### src/rtl/hd8_and_sched_pkg.sv
// hd8_and_sched_pkg: shared types, schedule encoding helpers and operand evaluation for hd8_and_sched
package hd8_and_sched_pkg;
  localparam int NUM_STEPS = 16;
  typedef enum logic [1:0] {IDLE, ISSUE, WAIT, DONE} state_t;
  // 0..7 select x0..x7, 8..23 select t0..t15, anything above reads as constant 0
  typedef logic [4:0] src_t;
  typedef struct packed {
    src_t src_a;
    src_t src_b;
    logic inv;
  } operand_t;
  typedef struct packed {
    operand_t a;
    operand_t b;
  } step_t;
  localparam src_t SRC_C0 = 5'd31;
  function automatic src_t ts(input int unsigned i);
    return src_t'(i + 8);
  endfunction
  function automatic operand_t opnd(input src_t a, input src_t b, input logic inv);
    return '{src_a: a, src_b: b, inv: inv};
  endfunction
  function automatic logic src_val(input src_t s, input logic [7:0] x, input logic [15:0] t);
    logic [4:0] ti;
    ti = s - 5'd8;
    return (s < 5'd8) ? x[s[2:0]] : (s < 5'd24) ? t[ti[3:0]] : 1'b0;
  endfunction
  function automatic logic operand_val(input operand_t o, input logic [7:0] x, input logic [15:0] t);
    return src_val(o.src_a, x, t) ^ src_val(o.src_b, x, t) ^ o.inv;
  endfunction
endpackage

### src/rtl/hd8_and_sched_rom.sv
// hd8_sched_rom: fixed 16-step AND schedule for Y, step index to operand selects
import hd8_and_sched_pkg::*;
module hd8_sched_rom (
  input  logic [3:0] idx,
  output step_t      step
);
  // steps 0-3 build zk, 4-7 build ok, 8-9 z0&z1&z2, 10-12 none-of-ok, 13 maj core, 14-15 final
  always_comb begin
    step = '0;
    case (idx)
      4'd0, 4'd1, 4'd2, 4'd3: begin
        step.a = opnd({2'b00, idx[1:0], 1'b0}, SRC_C0, 1'b1);
        step.b = opnd({2'b00, idx[1:0], 1'b1}, SRC_C0, 1'b1);
      end
      4'd4, 4'd5, 4'd6, 4'd7: begin
        step.a = opnd({2'b00, idx[1:0], 1'b0}, SRC_C0, 1'b0);
        step.b = opnd({2'b00, idx[1:0], 1'b1}, SRC_C0, 1'b0);
      end
      4'd8: begin
        step.a = opnd(ts(0), SRC_C0, 1'b0);
        step.b = opnd(ts(1), SRC_C0, 1'b0);
      end
      4'd9: begin
        step.a = opnd(ts(8), SRC_C0, 1'b0);
        step.b = opnd(ts(2), SRC_C0, 1'b0);
      end
      4'd10: begin
        step.a = opnd(ts(4), SRC_C0, 1'b1);
        step.b = opnd(ts(5), SRC_C0, 1'b1);
      end
      4'd11: begin
        step.a = opnd(ts(10), SRC_C0, 1'b0);
        step.b = opnd(ts(6), SRC_C0, 1'b1);
      end
      4'd12: begin
        step.a = opnd(ts(11), SRC_C0, 1'b0);
        step.b = opnd(ts(7), SRC_C0, 1'b1);
      end
      4'd13: begin
        step.a = opnd(ts(0), ts(1), 1'b0);
        step.b = opnd(ts(0), ts(2), 1'b0);
      end
      4'd14: begin
        step.a = opnd(ts(3), ts(9), 1'b0);
        step.b = opnd(ts(12), SRC_C0, 1'b0);
      end
      default: begin
        step.a = opnd(ts(14), SRC_C0, 1'b0);
        step.b = opnd(ts(13), ts(0), 1'b0);
      end
    endcase
  end
endmodule

### src/rtl/hd8_and_sched.sv
// hd8_and_sched: evaluates Y over an 8-bit word through one shared AND unit; HD8_AND_SCHED_STATS_EN enables and_count
import hd8_and_sched_pkg::*;
module hd8_and_sched #(
  parameter int unsigned TIMEOUT = 1024
) (
  input  logic        clk,
  input  logic        rst_n,
  input  logic        in_valid,
  output logic        in_ready,
  input  logic [7:0]  in_x,
  output logic        op_valid,
  input  logic        op_ready,
  output logic        op_a,
  output logic        op_b,
  input  logic        res_valid,
  input  logic        res,
  output logic        out_valid,
  input  logic        out_ready,
  output logic        out_y,
  output logic        err,
  output logic [31:0] and_count
);
  state_t      state;
  logic [7:0]  x;
  logic [15:0] scratch;
  logic [3:0]  step;
  logic [31:0] wait_cnt;
  logic [7:0]  ex;
  logic [15:0] et;
  logic [3:0]  es;
  step_t       st;
  logic        ea;
  logic        eb;
  logic        timeout_hit;
  hd8_sched_rom u_rom (.idx(es), .step(st));
  assign ex = (state == IDLE) ? in_x : x;
  assign es = (state == IDLE) ? 4'd0 : step + 4'd1;
  assign ea = operand_val(st.a, ex, et);
  assign eb = operand_val(st.b, ex, et);
  assign timeout_hit = (TIMEOUT != 0) && (wait_cnt == TIMEOUT - 1);
  // scratch as it will look after this cycle, so the next step's operands can be registered now
  always_comb begin
    et = (state == IDLE) ? '0 : scratch;
    if (state == WAIT) et[step] = res;
  end
  // schedule FSM with registered handshake outputs
  always_ff @(posedge clk or negedge rst_n) begin
    if (!rst_n) begin
      state     <= IDLE;
      x         <= '0;
      scratch   <= '0;
      step      <= '0;
      wait_cnt  <= '0;
      in_ready  <= 1'b0;
      op_valid  <= 1'b0;
      op_a      <= 1'b0;
      op_b      <= 1'b0;
      out_valid <= 1'b0;
      out_y     <= 1'b0;
    end else begin
      case (state)
        IDLE: begin
          if (in_valid && in_ready) begin
            x        <= in_x;
            scratch  <= '0;
            step     <= '0;
            in_ready <= 1'b0;
            op_valid <= 1'b1;
            op_a     <= ea;
            op_b     <= eb;
            state    <= ISSUE;
          end else begin
            in_ready <= 1'b1;
          end
        end
        ISSUE: begin
          if (op_ready) begin
            op_valid <= 1'b0;
            wait_cnt <= '0;
            state    <= WAIT;
          end
        end
        WAIT: begin
          if (res_valid) begin
            scratch <= et;
            if (step == 4'(NUM_STEPS - 1)) begin
              out_valid <= 1'b1;
              out_y     <= res;
              state     <= DONE;
            end else begin
              step     <= step + 4'd1;
              op_valid <= 1'b1;
              op_a     <= ea;
              op_b     <= eb;
              state    <= ISSUE;
            end
          end else if (timeout_hit) begin
            in_ready <= 1'b1;
            state    <= IDLE;
          end else begin
            wait_cnt <= wait_cnt + 32'd1;
          end
        end
        default: begin
          if (out_ready) begin
            out_valid <= 1'b0;
            out_y     <= 1'b0;
            in_ready  <= 1'b1;
            state     <= IDLE;
          end
        end
      endcase
    end
  end
  // sticky error: stray AND results or an AND unit that never answers
  always_ff @(posedge clk or negedge rst_n) begin
    if (!rst_n) err <= 1'b0;
    else if ((res_valid && state != WAIT) || (state == WAIT && !res_valid && timeout_hit)) err <= 1'b1;
  end
`ifdef HD8_AND_SCHED_STATS_EN
  logic [31:0] cnt;
  // accepted AND requests, saturating at all ones
  always_ff @(posedge clk or negedge rst_n) begin
    if (!rst_n) cnt <= '0;
    else if (op_valid && op_ready && cnt != '1) cnt <= cnt + 32'd1;
  end
  assign and_count = cnt;
`else
  assign and_count = '0;
`endif
endmodule

### config.mk
export PLATFORM = sky130hd
export DESIGN_NAME = hd8_and_sched
export DESIGN_NICKNAME = d
export VERILOG_FILES = /design/src/rtl/hd8_and_sched_pkg.sv /design/src/rtl/hd8_and_sched_rom.sv /design/src/rtl/hd8_and_sched.sv
export SDC_FILE = /design/constraint.sdc
export NUM_CORES = 1
export LEC_CHECK = 0
export CORE_UTILIZATION = 31
export DETAILED_ROUTE_END_ITERATION = 10
export DONT_BUFFER_PORTS = 1
export GPL_ROUTABILITY_DRIVEN = 0
export SYNTH_ARGS = -nofsm -noshare
export SYNTH_HDL_FRONTEND = slang
export SYNTH_SLANG_ARGS = --single-unit
### constraint.sdc
create_clock -name clk -period 9.5 [get_ports clk]
set_clock_uncertainty 0.1 [all_clocks]
set_input_delay 1.9 -clock clk [delete_from_list [all_inputs] [get_ports clk]]
set_output_delay 1.9 -clock clk [all_outputs]
set_load 0.1 [all_outputs]
Word level (Yosys, flattened, before mapping)
Index checks and enable logic that the tools add are counted.
- output and inout bits: 39
- input bits: 15
- logic and storage cells: 171
- flip-flop bits (word level): 69
- order comparisons: 18
- muxes and demuxes: 75
- bitwise operators: 6
- $add $sub $neg: 6
- reduce and logical (&&, ||, !) cells: 26
- equal/unequal tests: 28
- operators with widths (cell ; number):
    case mux 22 bit (9 select lines) ; 1
    two-way mux 32 bit ; 3
    two-way mux 16 bit ; 4
    case mux 32 bit (2 select lines) ; 1
    two-way mux 1 bit ; 36
    adder 32 x 1 -> 32 bit, second input constant ; 1
    equality test 32 x 10 -> 1 bit, second input constant ; 1
    equality test 4 bit, second input constant ; 8
    case mux 16 bit (2 select lines) ; 1
    less-than comparator 4 x 5 -> 1 bit, second input constant ; 5
    less-than comparator 5 x 4 -> 1 bit, second input constant ; 4
    less-than comparator 5 bit, second input constant ; 4
    AND reduction 4 bit ; 5
    binary-select mux 1 bit (select 4 bit) ; 4
    bitwise mux 16 bit ; 1
    equality test 4 x 3 -> 1 bit, second input constant ; 4
    less-than comparator 3 x 4 -> 1 bit, second input constant ; 4
    two-way mux 4 bit ; 4
    != test 2 bit, second input constant ; 8
    subtractor 4 bit, second input constant ; 4
    binary-select mux 1 bit (select 3 bit) ; 4
    two-way mux 2 bit ; 6
    equality test 4 x 2 -> 1 bit, second input constant ; 2
    two-way mux 8 bit ; 1
    other kinds (27) ; 43

Depth between registers and ports, before layout
- depth after elaboration: 15
- gate-level depth with buffers: 13
- mapped depth without buffers: 11

Modules after synthesis
A second synthesis with hierarchy kept.
- cells, all modules: 624
- area, all modules: 5690.5 um^2
- modules (own cells, without submodules) (module ; cells each ; instances ; area an instance (um^2) ; seq. area each (um^2)):
    hd8_and_sched ; 585 ; 1 ; 5426.5 ; 1726.7
    hd8_sched_rom ; 39 ; 1 ; 264.0 ; 0.0

Least setup slack after synthesis
No wires, ideal clock.
- path type: input-to-reg
- start: input res
- end: register op_b
- stages on the path: 9
- required time: 9.270 ns
- setup time: 0.130 ns
- path buffers: 1
- arrival: 3.691 ns
- setup slack: 5.579 ns
- cell sequence: clkbuf_1 inv_1 o41a_1 mux4_2 mux2i_1 a31oi_1 o211ai_1 xnor2_1 o21ai_1
- word-level cells in the longest chain between the ends: 11
- elaborated cells between the ends (all ways): 16
- those cells by class: mux (14); bitwise (2)
- RTL lines (what ; line ; text):
    start, declared ; hd8_and_sched.sv:16 ; input logic res,
    bitwise mux 16 bit (*) ; hd8_and_sched.sv:44 ; if (state == WAIT) et[step] = res;
    two-way mux 16 bit (*) ; hd8_and_sched.sv:44 ;
    binary-select mux 1 bit (select 4 bit) ; hd8_and_sched_pkg.sv:26 ; return (s < 5'd8) ? x[s[2:0]] : (s < 5'd24) ? t[ti[3:0]] : 1'b0;
    two-way mux 1 bit (not written as such) ; hd8_and_sched_pkg.sv:26 ;
    two-way mux 1 bit (2 in series) ; hd8_and_sched_pkg.sv:26 ;
    XOR 1 bit (*) (2 in series) ; hd8_and_sched_pkg.sv:29 ; return src_val(o.src_a, x, t) ^ src_val(o.src_b, x, t) ^ o.inv;
    two-way mux 1 bit ; hd8_and_sched.sv:86 ; if (step == 4'(NUM_STEPS - 1)) begin
    two-way mux 1 bit ; hd8_and_sched.sv:84 ; if (res_valid) begin
    case mux 1 bit (2 select lines) (*) ; hd8_and_sched.sv:61 ; case (state)
    end signal, assigned ; hd8_and_sched.sv:57 ; op_b <= 1'b0;
    end signal, assigned ; hd8_and_sched.sv:70 ; op_b <= eb;
    end signal, assigned ; hd8_and_sched.sv:94 ; op_b <= eb;
    end, declared ; hd8_and_sched.sv:14 ; output logic op_b,
Every way passes the cells marked *; elsewhere a longest branch is shown, timed or not. The select of a mux whose other input is x is not followed.
A chain may end at the register's enable or synchronous reset.

Worst setup path after layout
- start: register step[0]
- end: register op_b
- word-level cells in the longest chain between the ends: 15
- elaborated cells between the ends (all ways): 54
- those cells by class: add/sub (3); order compare (6); eq/ne (16); mux (22); bitwise (2); reduce/logical (5)
- RTL lines (what ; line ; text):
    start, declared ; hd8_and_sched.sv:26 ; logic [3:0] step;
    start signal, assigned ; hd8_and_sched.sv:91 ; step <= step + 4'd1;
    adder 4 x 1 -> 4 bit (tied with other cells) ; hd8_and_sched.sv:37 ; assign es = (state == IDLE) ? 4'd0 : step + 4'd1;
    two-way mux 4 bit / logical AND 1 bit (equally long branches) ; hd8_and_sched.sv:37, hd8_and_sched.sv:44 ;
    equality test 4 x 3 -> 1 bit (tied with other cells) ; hd8_and_sched_rom.sv:10 ; case (idx)
    OR reduction 4 bit / demux 1 bit (select 4 bit) (equally long branches) ; hd8_and_sched_rom.sv:10, hd8_and_sched.sv:44 ;
    case mux 22 bit (9 select lines) / bitwise mux 16 bit (equally long branches) ; hd8_and_sched_rom.sv:10, hd8_and_sched.sv:44 ;
    subtractor 4 bit / two-way mux 16 bit (equally long branches) ; hd8_and_sched_pkg.sv:25, hd8_and_sched.sv:44 ;
    binary-select mux 1 bit (select 4 bit) ; hd8_and_sched_pkg.sv:26 ;
    two-way mux 1 bit (not written as such) ; hd8_and_sched_pkg.sv:26 ;
    two-way mux 1 bit (2 in series) ; hd8_and_sched_pkg.sv:26 ;
    XOR 1 bit (2 in series) ; hd8_and_sched_pkg.sv:29 ;
    two-way mux 1 bit ; hd8_and_sched.sv:86 ;
    two-way mux 1 bit ; hd8_and_sched.sv:84 ;
    case mux 1 bit (2 select lines) ; hd8_and_sched.sv:61 ;
Parallel ways exist; a longest one is shown, timed or not. The select of a mux whose other input is x is not followed.

==> impl_metrics.ini <==
[hold_path]
hold_class = reg2reg
whs_path_depth = 2

[placed_design]
dp.final_hpwl_um = 7600
port_buffers = 0
placed_cell_area_sq_mm = 0.00463
place_inst = 679

[synthesis]
synth.ff_latch_count = 69
yosysWarnings = 0
syn_area_per_cell_sq_um = 8.87
yosys.cell_types.count = 62
synth-edff-count = 0
synth_flop_cell = dfrtp_1
synthCells = 520
async_flop_share_pct = 100
syn_area_sq_mm = 0.00461
synth_seq_area_share_pct = 37.4

[timing]
setup_tns_ns = 0
rsz0062_at_grt = false
hold_viol_final = 0
fmax_mhz = 247
tightest_slew_ns = 1.10
setup_viol = 0
timing.final.crit_share_pct = 42.6
relSlewSlack_pct = 26.9
period_needed_ns = 4.04
maxSlewViolCount = 0

[run_status]
outcome = finished clean

[floorplan]
start_util_pct = 31.7
die_y_um = 124
boundaryPins = 54
rows = 44
dieArea_sq_mm = 0.0154
die_w_um = 124
core_area_sq_mm = 0.0145

[cts]
cts_hold_buf = 0
cts_resized = 0
cts_buffer_depth = 2
clock_latency_ns = 0.34
cts_tree = built
cts_setup_buffers = 0
path_clk_slew_ns = 0.06
htreeDepth = 3
numCtsBuffers = 9
ctsRootBufferMaster = clkbuf_16
cts.sinks = 69

[route]
via_per_inst = 5.18
wl_per_cell_um = 15.4
ant_nets = 0
drc = 0
first_iter_violations = 258
dr.pass1.iters = 5
num_vias = 3602
routed_wl_um = 10700

[global_routing]
grt_pass1_wl_um = 17800
antenna_found_initial = 0
grt_pass1_vias = 3516
gr-usage-met3_pct = 3.80
grt_util_all_layers_pct = 15.0
grt_max_degree = 70
met2_usage_pct = 24.3
grtUsageMet1_pct = 18.6
grt_overflow = 0
busiest_layer = met2

[worst_setup_path]
reg2reg_depth = 11
crit_arrival_ns = 4.17
crit_fanout = 23
crit_type = reg2reg
endpoint_kind = flop
startpoint_type = flop
required_ns = 9.63

[cells_and_area]
final_nets = 531
drive_above_1_share_pct = 8.61
fin_area_sq_mm = 0.00494
final_util_pct = 34.0
area_delta_synth_final_pct = 7.14
n_fill_cell = 1484
n_antenna_cell = 0
layoutNonFillerInstCount = 695

[power_and_ir_drop]
power_mw = 1.22
powerDensity_mw_per_mm2 = 247
peakVddDrop_v = 0.000102
p_leak_nw = 2.08

[run]
maxCapViolations = 0
==> per-layer routing <==
layer,up-vias,share of wire (%)
met3,26,4.6
met4,0,3.7
met2,89,47
li1,1762,-
met5,-,0
met1,1725,44
==> path summary, 6_finish.rpt <==
path | startpoint | endpoint | slack (ns)
hold reg to reg | scratch[1] | scratch[1] | 0.38
hold / removal | scratch[1] | scratch[1] | 0.38
max in group asynchronous | rst_n | wait_cnt[2] | 8.01
setup / recovery | step[0] | op_b | 5.46
min in group asynchronous | rst_n | step[1] | 1.15
setup reg to reg | step[0] | op_b | 5.46
==> cell families (layout without fill, tap and decap cells) <==
kind of cell               count (synthesis)  after routing  share of synthesized area (%)
and+or+nand+nor                          207            207                           23.5
AOI/OAI and AO/OA                        100            100                           14.3
buffers and inverters                     72             32                           8.57
DFF                                       69             69                           37.4
xor gates and xnor gates                  33             33                           6.27
muxes                                     28             28                           7.13
adders and majority gates                 10             10                           2.71
other                                      1             32                         0.0813
==> power by group <==
group	internal, mW	total [mW]	switching (mW)
Combinational	0.140	0.414	0.274
Sequential	0.333	0.457	0.124
Clock	0.212	0.350	0.137
Total	0.686	1.22	0.535
==> worst max-delay path: stages, from the launching register on <==
cell and delay, ns:
dfrtp_1 0.77, inv_1 0.27, ha_1 0.59, inv_1 0.21, a31o_2 0.24, a221oi_1 0.58
mux4_2 0.59, mux2i_1 0.14, a31oi_1 0.11, o211ai_1 0.13, xnor2_1 0.14, o21ai_1 0.07
==> Yosys cell counts (all sizes together) (5+ instances only) <==
master	n	area share [%]
and2	5	0.68
nor2b	9	1.2
a21oi	13	1.4
xor2	20	3.8
o31ai	8	1.3
nor3	6	0.65
nand2b	9	1.2
nand2	52	4.2
nand4	9	1.2
and3	6	0.81
or3	5	0.68
ha	10	2.7
nor4	6	0.81
buf	40	6.0
nor2	53	4.3
mux2i	16	3.5
o21ai	33	3.7
clkbuf	18	1.5
and4	7	1.4
inv	14	1.1
xnor2	13	2.5
mux2	9	2.2
dfrtp	69	37
a31oi	12	1.6
nand3	22	2.7
==> registers in the layout, summed over array words and instances, names as in the netlist, 2 cells and up <==
signal    count
wait_cnt     32
state         2
scratch      16
x             8
step          4
==> layout make-up <==
class | count | area (sq um) | share of cell area, %
multi-input cells | 410 | 2610 | 52.7
flip-flops and latches | 69 | 1730 | 34.9
clock buffers | 10 | 239 | 4.84
well taps | 184 | 230 | 4.66
clock inverters | 6 | 71.3 | 1.44
inverters | 14 | 52.6 | 1.06
repair buffers | 2 | 15.0 | 0.304
==> stage by stage <==
step	hold slack, ns	worst slack, ns
global route	0.406	5.22
detailed placement	0.367	5.45
CTS	0.381	5.45
floorplan	0.342	5.58
finish	0.378	5.46
global placement	0.361	5.70
==> cell usage in the layout, fill, tap and decap left out, types with 3 or more instances in the layout <==
cell type and instances:
clkbuf_16 9, conb_1 32, dfrtp_1 69, a21oi_1 13, xnor2_1 13, nand3_2 3, o21ai_0 31, nor3_1 6
ha_1 10, nand2_1 52, o22ai_1 4, mux4_2 3, xor2_1 20, nand2b_1 9, nor4_1 6, nand4_1 9
nor2_1 53, or4_1 4, a31oi_1 12, and2_1 5, nand3_1 19, inv_1 14, mux2i_1 16, or3_1 5
nor2b_1 9, a211oi_1 4, o31ai_1 8, mux2_2 9, and4_1 6, nand4b_1 4, and3_1 6
(Power assumes the default switching activity.)
==> RTL edit 1, RTL diff (same settings) <==
Add a define of `HD8_AND_SCHED_STATS_EN`.
--- a/src/rtl/hd8_and_sched.sv
+++ b/src/rtl/hd8_and_sched.sv
@@ -1,4 +1,6 @@
 // hd8_and_sched: evaluates Y over an 8-bit word through one shared AND unit; HD8_AND_SCHED_STATS_EN enables and_count
+`define HD8_AND_SCHED_STATS_EN
+
 import hd8_and_sched_pkg::*;
 module hd8_and_sched #(
   parameter int unsigned TIMEOUT = 1024
Behaviour: not the same (Yosys sat finds a counterexample within 4 cycles, from zero or initial values and one cycle with rst_n low).
==> RTL edit 1 against the unedited design <==
  * Final area increased by 31%
  * Sequential share of layout area increased by 4.0 points
  * Critical endpoint unchanged
  * Worst setup slack lost 0.022 ns
  * Power grew 26%
  * Sequential cell count grew 32
  * Wire length is 28% higher
  * Global-route usage down 0.33 points
  * Area after synthesis up 30%
==> RTL edit 1: results (changes against the unedited design) <==
- The number of buffers created by CTS is 9 (unchanged).
- The source-to-sink clock delay at the later pin of the worst-skew pair was 0.36 ns (was 0.34 ns).
- The worst min-delay path startpoint was scratch[3]$_DFFE_PN0P_ (was scratch[1]$_DFFE_PN0P_).
- The via count of the first global-routing pass came to 4456 (was 3516).
- The worst hold slack is 0.377 ns (was 0.378 ns).
- The critical path arrival was 4.21 ns (was 4.17 ns).
- The via density per instance was 5.18 (about the same).
- The wire length per cell after detailed routing is 15.3 microns (was 15.4 microns).
- The share of the synthesized area in compound gates (AO/OA/AOI/OAI) was 0.119 (was 0.143).
- The worst slack at placement is 5.48 ns (was 5.45 ns).
- The clock transition time at the flip-flop clock pins of the worst setup and hold paths is 0.08 ns (was 0.06 ns).
- The maximum fanout along the worst path came to 21 (was 23).
- The final-stage net count is 657 (was 531).
- The overall routing resource usage came to 0.147 (was 0.150).
- The largest stage delay on the critical path is 0.79 ns (was 0.77 ns).
- The worst voltage drop across the vdd grid was 0.000209 V (was 0.000102 V).
- The final worst-path setup slack is 5.43 ns (was 5.46 ns).
- The xor-xnor portion of the synthesized cell area is 0.0924 (was 0.0627).
- The worst-path cell with the longest stage delay was ha_1 (was dfrtp_1).
- Most area-consuming cells after synthesis: dfrtp_1 (42%), xnor2_1 (5.6%), nor2_1 (4.0%) (was dfrtp_1 (37%), buf_4 (5.2%), nor2_1 (4.3%)).
- The leakage component of the power was 0.00265 uW (was 0.00208 uW).
- The cell area after placement was 6190 sq um (was 4630 sq um).
- The sequential share of the synthesized area is 0.422 (was 0.374).
- The adder and majority gate portion of the synthesized area is 0.0230 (was 0.0271).
- The largest delay contributor family on the critical path is simple AND/OR/NAND/NOR gates (was compound AO/OA/AOI/OAI gates).
- The slew at the pin closest to its max-slew limit came to 1.08 ns (was 1.10 ns).
- The number of design-rule violations left by the first detailed-router iteration came to 320 (was 258).
- The net count of the mapped netlist is 669.
- The proportion of synthesized area in mux cells came to 0.0533 (was 0.0714).
- Status: completed (unchanged).
- The maximum number of pins on one net before global-route repair is 102 (was 70).
- The global-route wire length before repair came to 23.2 mm (was 17.8 mm).
- The number of inserted filler cells in the final layout is 1960 (was 1484).
- The count of cell types in the netlist is 68 (was 62).
- The worst hold path endpoint is scratch[3]$_DFFE_PN0P_ (was scratch[1]$_DFFE_PN0P_).
- The half-perimeter wire length after detailed placement came to 9.63 mm (was 7.60 mm).
- Commonest cells post-synth: dfrtp_1 (101), nor2_1 (63), nand2_1 (56), nand3_1 (44), xnor2_1 (38) (was dfrtp_1 (69), nor2_1 (53), nand2_1 (52), buf_4 (32), o21ai_0 (31)).
-- RTL edit 1: logic make-up after synthesis --
logic type / count (synthesis)
AND/OR/NAND/NOR: 283
AO/OA/AOI/OAI: 110
flip-flops: 101
XOR/XNOR: 61
buffers and inverters: 47
multiplexers: 30
adder cells (fa/ha/maj): 11
-- RTL edit 1: worst max path at each step --
stage | start | to | depth (start not counted)
floorplan | res_valid | wait_cnt[26]$_DFFE_PN0P_ | 7
global placement | step[0]$_DFFE_PN0P_ | op_b$_DFFE_PN0P_ | 11
detailed placement | step[0]$_DFFE_PN0P_ | op_b$_DFFE_PN0P_ | 11
CTS | step[0]$_DFFE_PN0P_ | op_b$_DFFE_PN0P_ | 11
global route | step[0]$_DFFE_PN0P_ | op_b$_DFFE_PN0P_ | 11
finish | step[0]$_DFFE_PN0P_ | op_b$_DFFE_PN0P_ | 11
-- RTL edit 1: power by group --
part	internal, uW	total, uW	leakage, uW	switching [uW]
Sequential	478	697	0.00136	219
Combinational	179	469	0.00114	290
Clock	186	373	0.000147	187
-- RTL edit 1: metal layers --
layer,part of all wire,global-route usage
met1,0.47,0.196
met2,0.45,0.229
met4,0.012,0.0441
met5,0,0
met3,0.063,0.0418
-- RTL edit 1: stage by stage --
stage / std cells / power, uW
after floorplan: 643 / 1060
after global placement: 880 / 1170
after detailed placement: 880 / 1170
after CTS: 896 / 1550
after global routing: 896 / 1630
final: 896 / 1540
-- RTL edit 1: layout make-up --
class                      count  area (sq um)  share of cell area
clock buffer                   9           225              0.0347
clock inverter                 7          70.1              0.0108
inverter                      20          75.1              0.0116
multi-input combinational    495          3240               0.499
sequential                   101          2530               0.390
tap                          260           325              0.0501
timing repair buffer           4          30.0             0.00463
==> RTL edit 2, RTL diff (same flow settings) <==
Without the edit above. Encoding of `state_t`: now Gray code (2 bits for 4 states).
--- a/src/rtl/hd8_and_sched_pkg.sv
+++ b/src/rtl/hd8_and_sched_pkg.sv
@@ -1,7 +1,7 @@
 // hd8_and_sched_pkg: shared types, schedule encoding helpers and operand evaluation for hd8_and_sched
 package hd8_and_sched_pkg;
   localparam int NUM_STEPS = 16;
-  typedef enum logic [1:0] {IDLE, ISSUE, WAIT, DONE} state_t;
+  typedef enum logic [1:0] {IDLE = 2'b00, ISSUE = 2'b01, WAIT = 2'b11, DONE = 2'b10} state_t;
   // 0..7 select x0..x7, 8..23 select t0..t15, anything above reads as constant 0
   typedef logic [4:0] src_t;
   typedef struct packed {
Function: same outputs for any inputs over 10 cycles, from zero or initial values and one cycle with rst_n low; not proved beyond that.
==> RTL edit 2 against the unedited design <==
  * Sequential cell count did not move
  * Worst setup slack got worse by 0.23 ns
  * Power grew 23%
  * Clock power is 1% lower
  * Area after synthesis increased by 9.7%
  * Wire length increased by 20%
  * Final area grew 7.9%
  * Cell count grew 14%
  * Sequential power is 3% higher
  * First-iteration DRC count is 43% higher
  * Critical path type unchanged
  * Critical endpoint unchanged
  * Largest cell class unchanged
==> RTL edit 2: results (changes against the unedited design) <==
- The maximum fanout along the worst path came to 24 (was 23).
- The count of non-filler cells in the finished layout is 793 (was 695).
- The routed wire length on met3 is 744 microns (was 491 microns).
- The worst min-delay path startpoint is scratch[5]$_DFFE_PN0P_ (was scratch[1]$_DFFE_PN0P_).
- The fraction of met3 tracks used by global routing is 0.0336 (was 0.0380).
- The fraction of final layout cells sized beyond drive strength 1 is 0.102 (was 0.0861).
- The share of the synthesized area in compound gates (AO/OA/AOI/OAI) came to 0.199 (was 0.143).
- The leakage component of the power is 0.00222 uW (was 0.00208 uW).
- The overall routing resource usage is 0.157 (was 0.150).
- The critical path arrival is 4.37 ns (was 4.17 ns).
- The setup slack of the most critical reg-to-reg path came to 5.23 ns (was 5.46 ns).
- The clock period minus final worst setup slack is 4.27 ns (was 4.04 ns).
- The half-perimeter wire length after detailed placement is 8.92 mm (was 7.60 mm).
- The total sequential power came to 472 uW (was 457 uW).
- Commonest cells post-synth: nand2_1 (72), dfrtp_1 (69), nor2_1 (56), o21ai_0 (35), buf_4 (34) (was dfrtp_1 (69), nor2_1 (53), nand2_1 (52), buf_4 (32), o21ai_0 (31)).
- The number of design-rule violations left by the first detailed-router iteration was 368 (was 258).
- The worst hold slack is 0.400 ns (was 0.378 ns).
- The post-placement cell count came to 777 (was 679).
- The largest stage delay on the critical path is 0.86 ns (was 0.77 ns).
- The cell area after placement is 5030 sq um (was 4630 sq um).
- The hold-critical path depth is 2 (unchanged).
- The worst hold path endpoint is scratch[5]$_DFFE_PN0P_ (was scratch[1]$_DFFE_PN0P_).
- The largest delay contributor family on the critical path is flip-flops (was compound AO/OA/AOI/OAI gates).
- The wire length the detailed router placed on met1 is 5.75 mm (was 4.75 mm).
- The proportion of synthesized area in mux cells is 0.0374 (was 0.0714).
- Most area-consuming cells after synthesis: dfrtp_1 (34%), nand2_1 (5.3%), buf_4 (5.0%) (was dfrtp_1 (37%), buf_4 (5.2%), nor2_1 (4.3%)).
- The via count of the first global-routing pass is 4032 (was 3516).
- The part of the power in the clock network came to 0.231 (was 0.286).
- The xor-xnor portion of the synthesized cell area came to 0.0520 (was 0.0627).
- Status: completed (unchanged).
- The final-stage net count is 592 (was 531).
- The met1 usage is 0.209 (was 0.186).
- The worst slack at placement is 5.32 ns (was 5.45 ns).
- The net switching power came to 731 uW (was 535 uW).
- The per-instance average area after synthesis came to 8.50 sq um (was 8.87 sq um).
- The slew at the pin closest to its max-slew limit was 1.03 ns (was 1.10 ns).
- The total power is 1500 uW (was 1220 uW).
- The detailed route wirelength on metal2 is 6.04 mm (was 5.08 mm).
- The wire length per cell after detailed routing came to 16.2 microns (was 15.4 microns).
- The sequential share of the synthesized area is 0.341 (was 0.374).
- The adder and majority gate portion of the synthesized area is 0.0124 (was 0.0271).
- The routed via count was 4256 (was 3602).
- The count of cell types in the netlist was 83 (was 62).
- The worst voltage drop across the vdd grid is 0.0000972 V (was 0.000102 V).
## RTL edit 2: cell types whose count changed in the layout (fill, tap and decap cells not counted), moves of 5 or more
cell     change
a21oi_1     +13
ha_1         -5
xor2_1       -5
a32oi_1      +9
mux2i_1     -11
nand3_1     +13
nand2_1     +20
and4_1       -5
## RTL edit 2: worst reg2reg max path, stage by stage, from the launching register on
cell and delay [ns]:
dfrtp_1 0.86, inv_1 0.40, ha_1 0.76, inv_2 0.24, nor4_1 0.48, o21ai_0 0.14
nor2_1 0.29, a31oi_1 0.14, o2111a_1 0.25, a211oi_2 0.23, xnor2_1 0.15, o21ai_1 0.08
## RTL edit 2: cell type report
cell class                      instances  area [sq um]
Clock buffer                            9           225
Multi-Input combinational cell        473          2940
Inverter                               14          52.6
Clock inverter                          7          81.3
Fill cell                            1676         10600
Timing Repair Buffer                    5          37.5
Tap cell                              216           270
Sequential cell                        69          1730
